$ cat src/rtl/fetch_unit.sv
// fetch_unit: instruction-fetch stage feeding the MIPS control unit.
// Holds the PC and fetches one word at a time from instruction memory
// over a req/ack handshake. The returned word is held in an instruction
// register and offered to decode over a valid/ready handshake. The
// decode/execute side supplies next-PC redirects (jr, j/jal, branch),
// which are sampled only on the cycle the instruction is consumed.
module fetch_unit #(
    parameter logic [31:0] RESET_PC = 32'h0000_0000
) (
    input  logic        clk,
    input  logic        rst_n,
    // instruction memory side
    output logic        imem_req,
    output logic [31:0] imem_addr,
    input  logic        imem_ack,
    input  logic [31:0] imem_rdata,
    // decode side
    output logic [31:0] instr,
    output logic [5:0]  opcode,
    output logic [5:0]  funct,
    output logic [31:0] pc,
    output logic [31:0] pc_plus4,
    output logic        instr_valid,
    input  logic        instr_ready,
    // redirects from decode/execute
    input  logic        branch_taken,
    input  logic [15:0] branch_offset,
    input  logic        jump,
    input  logic [25:0] jump_index,
    input  logic        jr,
    input  logic [31:0] jr_target,
    // sticky misaligned-jr flag
    output logic        fault
);

    typedef enum logic [1:0] {
        ST_RST   = 2'd0,
        ST_FETCH = 2'd1,
        ST_HOLD  = 2'd2
    } state_t;

    localparam logic [31:0] RESET_PC_PLUS4 = RESET_PC + 32'd4;

    state_t      state_q;
    logic [31:0] fetch_pc_q;
    logic        req_q;
    logic [31:0] instr_q;
    logic [31:0] pc_q;
    logic [31:0] pc_plus4_q;
    logic        valid_q;
    logic        fault_q;

    logic        handshake;
    logic [31:0] branch_disp;
    logic [31:0] next_pc_d;
    logic        fault_d;

    // Redirect target selection; only consumed on the handshake cycle.
    // Priority: jr beats jump beats taken branch beats sequential.
    always_comb begin
        handshake   = valid_q && instr_ready;
        branch_disp = {{14{branch_offset[15]}}, branch_offset, 2'b00};
        next_pc_d   = pc_plus4_q;
        fault_d     = fault_q;
        if (jr) begin
            next_pc_d = {jr_target[31:2], 2'b00};
            fault_d   = fault_q | (jr_target[1:0] != 2'b00);
        end else if (jump) begin
            next_pc_d = {pc_plus4_q[31:28], jump_index, 2'b00};
        end else if (branch_taken) begin
            next_pc_d = pc_plus4_q + branch_disp;
        end
    end

    // Fetch FSM with all outputs registered; reset clears everything at once,
    // so an ack still in flight when reset hits is simply dropped.
    always_ff @(posedge clk or negedge rst_n) begin
        if (!rst_n) begin
            state_q    <= ST_RST;
            fetch_pc_q <= RESET_PC;
            req_q      <= 1'b0;
            instr_q    <= 32'd0;
            pc_q       <= RESET_PC;
            pc_plus4_q <= RESET_PC_PLUS4;
            valid_q    <= 1'b0;
            fault_q    <= 1'b0;
        end else begin
            case (state_q)
                ST_RST: begin
                    // Any ack seen here belongs to a pre-reset request.
                    state_q <= ST_FETCH;
                    req_q   <= 1'b1;
                end
                ST_FETCH: begin
                    if (imem_ack) begin
                        instr_q    <= imem_rdata;
                        pc_q       <= fetch_pc_q;
                        pc_plus4_q <= fetch_pc_q + 32'd4;
                        req_q      <= 1'b0;
                        valid_q    <= 1'b1;
                        state_q    <= ST_HOLD;
                    end
                end
                ST_HOLD: begin
                    if (handshake) begin
                        fetch_pc_q <= next_pc_d;
                        fault_q    <= fault_d;
                        valid_q    <= 1'b0;
                        req_q      <= 1'b1;
                        state_q    <= ST_FETCH;
                    end
                end
                default: begin
                    state_q <= ST_RST;
                    req_q   <= 1'b0;
                    valid_q <= 1'b0;
                end
            endcase
        end
    end

    // Address is the fetch PC register itself, so it cannot move before ack.
    assign imem_req    = req_q;
    assign imem_addr   = fetch_pc_q;
    assign instr       = instr_q;
    assign opcode      = instr_q[31:26];
    assign funct       = instr_q[5:0];
    assign pc          = pc_q;
    assign pc_plus4    = pc_plus4_q;
    assign instr_valid = valid_q;
    assign fault       = fault_q;

endmodule

$ cat config.mk
export PLATFORM = sky130hd
export DESIGN_NAME = fetch_unit
export DESIGN_NICKNAME = d
export VERILOG_FILES = /design/src/rtl/fetch_unit.sv
export SDC_FILE = /design/constraint.sdc
export NUM_CORES = 1
export LEC_CHECK = 0
export CAP_MARGIN = 20
export CORE_UTILIZATION = 47
export CTS_CLUSTER_SIZE = 40
export DETAILED_ROUTE_END_ITERATION = 6
export PLACE_DENSITY_LB_ADDON = 0.08
export SYNTH_ARGS = -nofsm -noshare
export SYNTH_HDL_FRONTEND = slang
export SYNTH_SLANG_ARGS = --single-unit
export TNS_END_PERCENT = 30
$ cat constraint.sdc
create_clock -name clk -period 4 [get_ports clk]
set_clock_uncertainty 0.2 [all_clocks]
set_input_delay 1.2 -clock clk [delete_from_list [all_inputs] [get_ports clk]]
set_output_delay 1.2 -clock clk [all_outputs]
set_load 0.02 [all_outputs]
==> results.py, run 1 <==
metrics = {
    "timing": {
        "fin_crit_sh": 0.977,
        "tightest_slew_ns": 0.606,
        "drv_slew": 0,
        "hold_ws_ns": 0.283,
        "rsz0062_at_grt": "true",
        "layout_min_cycle_time_ns": 3.91,
        "fmax_ghz": 0.256,
        "setup_viol": 0,
        "setup_tns_ns": 0,
        "finalHoldViolCount": 0,
        "slew-limit-headroom": 0.596,
        "fin_ws_ns": 0.0912,
    },
    "floorplanning": {
        "fp.dieH_um": 129,
        "dieWidth_um": 129,
        "start_util": 0.480,
        "std_cell_rows": 46,
        "die_area_um2": 16700,
        "core-area_um2": 15800,
        "io_pins": 256,
    },
    "placement": {
        "routabilityCongestion": 0.958,
        "dp.cells": 1280,
        "pre_cts_ws_ns": -0.525,
        "place_area_um2": 10700,
        "portBuffers": 255,
        "dp_hpwl_mm": 18.1,
    },
    "worst_setup_path": {
        "slowest_stage": "clkdlybuf4s50_1",
        "r2r_slack_ns": 0.87,
        "worst_setup_path_start_kind": "input port",
        "path_class": "input port to register",
        "crit_chain": "clkdlybuf4s50_1, ha_2, fa_2, a21o_1, a311oi_4, nor4b_2, a211oi_2, buf_4, o211ai_4, o2111ai_2, mux2_4, a211oi_2, a21o_1",
        "r2r-end": "imem_addr[28]",
        "reg2reg_from": "pc_plus4[2]",
        "required_ns": 4.16,
        "critPathArrivalTime_ns": 4.07,
        "startpoint": "branch_offset[0]",
        "crit_fanout": 4,
        "reg2reg_depth": 12,
        "cp_slowest_stage_delay_ns": 0.41,
        "crit_path_end": "imem_addr[28]",
        "endpoint_kind": "register",
    },
    "route": {
        "vias": 7170,
        "drt-pass1-iter-count": 5,
        "ant_nets": 0,
        "wirelength_mm": 24.0,
        "vias_per_cell": 5.46,
        "wire_per_inst_um": 18.3,
        "post-route-drc-count": 0,
        "drt_iter0_markers": 406,
    },
    "logic_synthesis": {
        "synth_area_per_cell_um2": 9.61,
        "synth.distinct_cells": 61,
        "syn_inst": 790,
        "ys_seq_area_frac": 0.429,
        "ys_ff_latch": 130,
        "synth_ff_type": "dfrtp_1",
        "syn_nets": 934,
        "synth_edf_count": 0,
        "synth_area_um2": 7590,
        "yosysWarningCount": 0,
        "async_flop_share": 1.00,
    },
    "global_routing": {
        "grt_start_max_net_pins": 79,
        "grtUsageTotal": 0.295,
        "grt_pass1_vias": 7019,
        "antenna_found_initial": 0,
        "grt_pass1_wl_mm": 37.0,
        "grt_overflow": 0,
    },
    "power_and_ir_drop": {
        "p_sw_mw": 3.79,
        "swShare": 0.407,
        "combPwrFrac": 0.554,
        "leakage_nw": 4.99,
        "powerDensity_nw_per_um2": 815,
        "p_int_mw": 5.51,
        "p_clk_frac": 0.166,
        "power.share.sequential": 0.280,
        "ir_drop_mv": 0.561,
    },
    "finish": {
        "n_fill_cell": 1269,
        "multi_input_area_um2": 4110,
        "layout-drive-gt1-share": 0.178,
        "regArea_um2": 3250,
        "num-nets-final": 1228,
        "final_area_um2": 11400,
        "diodes": 0,
        "area_delta_synth_final_pct": 50.3,
        "layout.cells.non_filler": 1313,
    },
    "clock_network": {
        "clock_latency_ns": 0.42,
        "cts_max_level": 4,
        "clk_pin_slew_ns": 0.06,
        "numCtsBuffers": 17,
        "cts_num_sinks": 130,
        "cts.hold.buffers_added": 0,
        "clockBufferDepth": 2,
        "cts_tree": "yes",
        "cts-root-buf": "clkbuf_16",
    },
    "hold_path": {
        "hold_class": "register to register",
    },
    "run_status": {
        "outcome": "completed",
    },
    "run": {
        "max_cap_viol_count": 0,
    },
}
## critical path: cells and delay by family
kind                       cells  cell delay (ns)
AOI/OAI and AO/OA              7             1.31
buffers and inverters          2             0.60
adders and majority gates      2             0.54
muxes                          1             0.32
and+or+nand+nor                1             0.09
## registers in the layout (all words and copies together) (netlist names)
name,cells
instr_valid,1
pc_plus4,30
fault,1
imem_addr,32
pc,32
instr,32
state_q,2
## kinds of logic (layout without fill, tap and decap cells)
logic type,after synthesis,after routing,share of synthesized area
mux,78,78,0.114
buf+inv,68,375,0.0409
compound gates,211,211,0.174
flops,130,130,0.429
fa+ha+maj,31,31,0.0521
simple gates,222,222,0.133
xor+xnor,50,50,0.0577
## final cells by class
class	count	area share
multi-input combinational	592	0.360
sequential	130	0.285
timing repair buffer	331	0.275
clock buffer	20	0.0400
tap	216	0.0237
clock inverter	12	0.0115
inverter	12	0.00395
## worst min-delay path by stage
stage | slack (ns) | cells after the start | from | endpoint
after CTS | 0.29 | 2 | pc[23] | pc[23]
final | 0.28 | 2 | pc[23] | pc[23]
after floorplan | 0.31 | 1 | state_q[1] | instr_valid
after global placement | 0.25 | 1 | fault | fault
after detailed placement | 0.27 | 1 | fault | fault
after global routing | 0.31 | 1 | pc[27] | pc[27]
## power groups by stage
stage | clock network, mW | registers, mW | logic (mW)
floorplan | 0 | 3.15 | 2.12
global placement | 0 | 2.59 | 4.99
detailed placement | 0 | 2.62 | 5.06
CTS | 1.56 | 2.61 | 5.09
global route | 1.62 | 2.69 | 5.53
finish | 1.54 | 2.60 | 5.15
## stage by stage
| stage | power [mW] | util |
|---|---|---|
| global route | 9.84 | 0.721 |
| CTS | 9.26 | 0.716 |
| detailed placement | 7.67 | 0.678 |
| global placement | 7.59 | 0.678 |
| finish | 9.30 | 0.721 |
| floorplan | 5.27 | - |
## cells in the final DEF, fill, tap and decap left out, types with 3 or more instances in the layout
cell,count
dfrtp_1,129
clkinv_4,3
nor2_1,52
o211ai_1,3
a21oi_1,61
o21bai_1,4
inv_1,11
ha_1,28
a211oi_2,3
clkinv_2,4
clkdlybuf4s50_1,251
a21o_1,17
nand3_1,25
a31oi_1,8
o21ai_1,5
and3_1,10
a22oi_1,3
nand3b_1,3
nor3_1,5
a221oi_1,4
buf_4,74
xnor2_1,28
nand2b_1,4
clkbuf_16,17
nand2_1,94
a221o_1,5
mux2i_1,12
nor2b_1,11
mux2_2,65
xor2_1,22
o22ai_1,5
nand4_1,6
o21a_1,5
a211oi_1,4
o21ai_0,60
## what timing repair did
action / CTS / global route
setup endpoints to repair: 2 / 7
pin swaps: 2 / 9
buffers inserted: 0 / 1
resized for setup: 2 / 12
cloned: 0 / 0
## synthesized netlist by cell type, types with 2 or more instances
cell,count,area (µm²)
a221oi_1,4,35.0
xor2_1,22,193
a21o_1,17,128
a311oi_1,2,17.5
a211oi_2,2,25.0
a211o_1,2,17.5
nor2_1,52,195
o211a_1,2,20.0
o31ai_1,2,15.0
a21oi_1,61,305
o21ai_1,5,25.0
nor2b_1,11,68.8
nand4_1,6,37.5
nand2_1,94,353
nand3b_1,3,22.5
a31oi_1,9,56.3
o2111ai_1,3,26.3
o221ai_1,2,17.5
clkbuf_1,38,143
and2_1,2,12.5
a211oi_1,6,45.0
o211ai_1,3,22.5
xnor2_1,28,245
mux2i_1,12,120
o21bai_1,4,30.0
o22ai_1,5,31.3
mux2_2,65,732
and3_1,10,62.6
o21a_1,5,37.5
buf_4,14,105
ha_1,30,375
o21ai_0,60,300
or2_2,2,12.5
buf_2,2,10.0
buf_1,2,7.51
a22oi_1,3,22.5
inv_1,11,41.3
nor3_1,6,30.0
a221o_1,5,50.1
nand2b_1,5,31.3
dfrtp_1,129,3230
nand3_1,25,125
## per-layer routing
metal / share of wire / wire (µm) / GRT usage / vias to the layer above
li1: - / - / - / 3412
met1: 0.39 / 9310 / 0.337 / 3449
met2: 0.52 / 12400 / 0.524 / 262
met3: 0.072 / 1720 / 0.0822 / 47
met4: 0.025 / 607 / 0.109 / 0
met5: 0 / 0 / 0 / -
Power figures use the tool's default switching activity.
==> run 2, diff against run 1 <==
- RECOVER_POWER: unset -> 50
==> run 2 against run 1 <==
Compared with the run above:
- the run now ends with max-capacitance violations, max-slew violations left
- count of clock-buffer cells in the layout stayed put
- critical path depth unchanged
- utilization is 0.16 points lower
- combinational power about the same
- non-clock buffer count stayed put
- sequential share of layout area grew 0.063 points
- flip-flop and latch count stayed put
- register-to-register slack barely moved
- total power barely moved
- fmax about the same
- first-iteration DRC count shrank 1.2%
- critical path type unchanged
- highest routed layer unchanged
==> results.py, run 2 (same netlist as run 1, synthesis figures left out) <==
metrics = {
    "run_status": {
        "outcome": "complete, but fails checks",
        "violations": "max-capacitance violations, max-slew violations",
    },
    "worst_setup_path": {
        "critPathArrivalTime_ns": 4.07,
        "endpoint_kind": "register",
        "required_ns": 4.16,
        "reg2reg_depth": 12,
        "startpoint": "branch_offset[0]",
        "r2r-end": "imem_addr[28]",
        "crit_path_end": "imem_addr[28]",
        "r2r_slack_ns": 0.87,
        "worst_setup_path_start_kind": "input port",
        "path_class": "input port to register",
        "reg2reg_from": "pc_plus4[2]",
        "crit_fanout": 4,
    },
    "route": {
        "wire_per_inst_um": 18.3,
        "vias": 7152,
        "drt_iter0_markers": 401,
        "drt-pass1-iter-count": 5,
        "vias_per_cell": 5.45,
        "ant_nets": 0,
        "post-route-drc-count": 0,
        "wirelength_mm": 24.0,
    },
    "floorplanning": {
        "die_area_um2": 16700,
        "dieWidth_um": 129,
        "core-area_um2": 15800,
        "fp.dieH_um": 129,
        "std_cell_rows": 46,
        "io_pins": 256,
        "start_util": 0.480,
    },
    "finish": {
        "layout.cells.non_filler": 1313,
        "multi_input_area_um2": 4110,
        "area_delta_synth_final_pct": 50.0,
        "n_fill_cell": 1271,
        "layout-drive-gt1-share": 0.177,
        "mostFrequentLayoutCells": "clkdlybuf4s50_1, dfrtp_1, nand2_1",
        "regArea_um2": 3250,
        "final_common_cell": "clkdlybuf4s50_1",
        "diodes": 0,
        "num-nets-final": 1228,
        "final_util": 0.720,
    },
    "global_routing": {
        "grt_pass1_vias": 7019,
        "grtUsageTotal": 0.295,
        "grt_overflow": 0,
        "grt_start_max_net_pins": 79,
        "grt_pass1_wl_mm": 37.0,
        "antenna_found_initial": 0,
    },
    "timing": {
        "drv_slew": 126,
        "finalHoldViolCount": 0,
        "rsz0062_at_grt": "true",
        "setup_tns_ns": 0,
        "layout_min_cycle_time_ns": 3.91,
        "tightest_slew_ns": 2.70,
        "fin_crit_sh": 0.977,
        "setup_viol": 0,
        "fmax_ghz": 0.256,
        "slew-limit-headroom": -0.798,
    },
    "power_and_ir_drop": {
        "powerDensity_nw_per_um2": 816,
        "ir_drop_mv": 0.561,
        "leakage_nw": 4.98,
    },
    "placement": {
        "dp.cells": 1280,
        "dp_hpwl_mm": 18.1,
        "routabilityCongestion": 0.958,
        "portBuffers": 255,
    },
    "clock_network": {
        "clk_pin_slew_ns": 0.06,
        "clockBufferDepth": 2,
        "numCtsBuffers": 17,
        "clock_latency_ns": 0.42,
        "cts-root-buf": "clkbuf_16",
        "cts_max_level": 4,
        "cts_tree": "yes",
        "cts_num_sinks": 130,
    },
    "hold_path": {
        "hold_depth": 2,
        "hold_class": "register to register",
    },
    "run": {
        "max_cap_viol_count": 2,
    },
}
-- run 2: cell type report --
cell class	instances	area share
timing repair buffer	331	0.274
inverter	12	0.00396
multi-input combinational	592	0.361
clock buffer	20	0.0401
tap	216	0.0237
sequential	130	0.286
clock inverter	12	0.0115
-- run 2: how the worst min path moves through the flow --
stage | start | end | slack, ns
after global placement | fault | fault | 0.25
after CTS | pc[23] | pc[23] | 0.29
after global routing | pc[27] | pc[27] | 0.31
after detailed placement | fault | fault | 0.27
final | pc[23] | pc[23] | 0.28
after floorplan | state_q[1] | instr_valid | 0.31
-- run 2: through the flow --
stage          power (mW)  hold slack [ns]  setup WS, ns  cell area [µm²]
2_1_floorplan        5.27            0.305        0.0829             7590
3_3_place_gp         7.59            0.254        -0.481            10700
3_5_place_dp         7.67            0.274        -0.525            10700
4_1_cts              9.26            0.290        0.0172            11300
5_1_grt              9.84            0.312       -0.0310            11400
6_report             9.29            0.284        0.0916            11400
-- run 2: routing by layer --
metal	global-route usage	wire [µm]
met1	0.337	9250
met2	0.524	12400
met4	0.109	599
met3	0.0822	1770
met5	0	0
-- run 2: critical path, stage by stage --
cell             delay, ns
clkdlybuf4s50_1       0.41
ha_2                  0.19
fa_2                  0.35
a21o_1                0.23
a311oi_4              0.31
nor4b_2               0.09
a211oi_2              0.15
buf_4                 0.19
o211ai_4              0.10
o2111ai_2             0.21
mux2_4                0.32
a211oi_2              0.21
a21o_1                0.10
-- run 2: where the power goes --
part           leakage [nW]  internal (mW)  total, mW  switching [mW]
sequential             1.61           1.92       2.60           0.680
combinational          3.08           2.63       5.15            2.52
clock                 0.291          0.951       1.54           0.589
-- run 2: repair_timing --
action	CTS	global route
pin swaps	2	9
cloned	0	0
endpoints found under the hold margin	0	0
hold buffers	0	0
gates resized for setup	2	12
buffers inserted	0	1
setup endpoints to repair	2	7
==> run 3, diff against run 2 <==
- CORE_MARGIN: unset -> 3
==> run 3 against run 2 <==
Compared with the run above:
- the flow still finishes with violations (max-capacitance violations, max-slew violations)
- register-to-register slack improved by 0.02 ns
- non-clock buffer count down 1
- clock power shrank 5%
- count of clock-buffer cells in the layout decreased by 2
- die area increased by 6.3%
- flip-flop and latch count did not move
==> results.py, run 3 (same netlist as run 1, synthesis figures left out) <==
metrics = {
    "route": {
        "vias": 7091,
        "wirelength_mm": 24.3,
        "drt_iter0_markers": 415,
        "wire_per_inst_um": 18.6,
        "drt-pass1-iter-count": 5,
        "ant_nets": 0,
        "post-route-drc-count": 0,
        "vias_per_cell": 5.43,
    },
    "worst_setup_path": {
        "r2r-end": "imem_addr[28]",
        "path_class": "input port to register",
        "worst_setup_path_start_kind": "input port",
        "critPathArrivalTime_ns": 4.04,
        "startpoint": "branch_offset[0]",
        "r2r_slack_ns": 0.89,
        "reg2reg_from": "pc_plus4[2]",
        "reg2reg_depth": 12,
        "crit_fanout": 4,
        "required_ns": 4.15,
        "endpoint_kind": "register",
        "crit_path_end": "imem_addr[28]",
    },
    "timing": {
        "drv_slew": 142,
        "finalHoldViolCount": 0,
        "fmax_ghz": 0.257,
        "tightest_slew_ns": 1.70,
        "setup_tns_ns": 0,
        "layout_min_cycle_time_ns": 3.89,
        "fin_crit_sh": 0.972,
        "setup_viol": 0,
        "slew-limit-headroom": -0.132,
    },
    "run": {
        "max_cap_viol_count": 2,
    },
    "floorplanning": {
        "start_util": 0.491,
        "io_pins": 256,
        "fp.dieH_um": 133,
        "std_cell_rows": 45,
        "core-area_um2": 15500,
        "dieWidth_um": 133,
        "die_area_um2": 17700,
    },
    "power_and_ir_drop": {
        "p_total_mw": 9.15,
        "combPwrFrac": 0.555,
        "powerDensity_nw_per_um2": 811,
        "p_sw_mw": 3.80,
        "leakage_nw": 4.94,
        "ir_drop_mv": 0.510,
        "swShare": 0.415,
        "p_int_mw": 5.35,
        "p_clk_frac": 0.159,
        "power.share.sequential": 0.286,
    },
    "placement": {
        "place_area_um2": 10700,
        "routabilityCongestion": 0.929,
        "portBuffers": 255,
        "dp_hpwl_mm": 18.5,
    },
    "clock_network": {
        "cts_num_sinks": 130,
        "numCtsBuffers": 17,
        "cts_tree": "yes",
        "clock_latency_ns": 0.42,
        "cts_max_level": 4,
        "cts.hold.buffers_added": 0,
        "cts-root-buf": "clkbuf_16",
        "clk_pin_slew_ns": 0.06,
        "clockBufferDepth": 2,
    },
    "finish": {
        "final_area_um2": 11300,
        "layout-drive-gt1-share": 0.175,
        "final_util": 0.729,
        "final_common_cell": "clkdlybuf4s50_1",
        "n_fill_cell": 1214,
        "diodes": 0,
        "num-nets-final": 1227,
        "mostFrequentLayoutCells": "clkdlybuf4s50_1, dfrtp_1, nand2_1",
        "area_delta_synth_final_pct": 48.6,
    },
    "global_routing": {
        "grt_pass1_vias": 7233,
        "grtUsageTotal": 0.274,
        "antenna_found_initial": 0,
        "grt_overflow": 0,
        "grt_pass1_wl_mm": 38.6,
        "grt_start_max_net_pins": 75,
    },
    "hold_path": {
        "hold_class": "register to register",
    },
    "run_status": {
        "outcome": "complete, but fails checks",
        "violations": "max-capacitance violations, max-slew violations",
    },
}
-- run 3: worst min-delay path by stage --
stage | to | cells after the start | from | slack (ns)
floorplan | instr_valid | 1 | state_q[1] | 0.31
global placement | fault | 1 | fault | 0.26
detailed placement | fault | 1 | fault | 0.26
global route | instr[18] | 1 | instr[18] | 0.32
finish | pc[16] | 2 | pc[16] | 0.30
CTS | pc[16] | 2 | pc[16] | 0.30
-- run 3: per-layer routing --
metal / vias to the layer above / part of all wire / track usage
met5: - / 0 / 0
met4: 0 / 0.013 / 0.0651
met3: 20 / 0.063 / 0.0793
met2: 212 / 0.53 / 0.487
met1: 3459 / 0.40 / 0.328
li1: 3400 / - / -
-- run 3: cell type report --
| cell class | count | area, µm² | share of cell area |
|---|---|---|---|
| well taps | 211 | 264 | 0.0234 |
| clock buffers | 18 | 439 | 0.0389 |
| repair buffers | 330 | 3090 | 0.273 |
| flip-flops and latches | 130 | 3250 | 0.288 |
| inverters | 12 | 45.0 | 0.00399 |
| multi-input cells | 592 | 4080 | 0.362 |
| clock inverters | 14 | 118 | 0.0104 |
-- run 3: worst max-delay path, stage by stage --
cell,delay [ns]
clkdlybuf4s50_1,0.40
ha_2,0.19
fa_2,0.38
a21o_1,0.22
a311oi_2,0.33
nor4b_2,0.09
a211oi_2,0.15
buf_4,0.19
o211ai_4,0.09
o2111ai_2,0.20
mux2_4,0.32
a211oi_2,0.17
a21o_1,0.10
-- run 3: metrics by stage --
step           hold slack (ns)  cells  worst slack, ns
2_1_floorplan            0.305    790           0.0829
3_3_place_gp             0.257   1274           -0.502
3_5_place_dp             0.258   1274           -0.508
4_1_cts                  0.300   1306           0.0169
5_1_grt                  0.316   1307         -0.00929
6_report                 0.295   1307            0.113
-- run 3: timing repair --
item	4_1_cts	5_1_grt
pin swaps	2	9
setup buffers	0	1
endpoints found under the setup margin	1	6
endpoints found under the hold margin	0	0
gates resized for setup	1	9
-- run 3: power groups by stage --
stage	sequential [mW]	combinational (mW)	clock, mW
6_report	2.62	5.08	1.46
5_1_grt	2.71	5.47	1.54
4_1_cts	2.62	5.07	1.48
3_5_place_dp	2.63	5.04	0
3_3_place_gp	2.61	5.00	0
2_1_floorplan	3.15	2.12	0
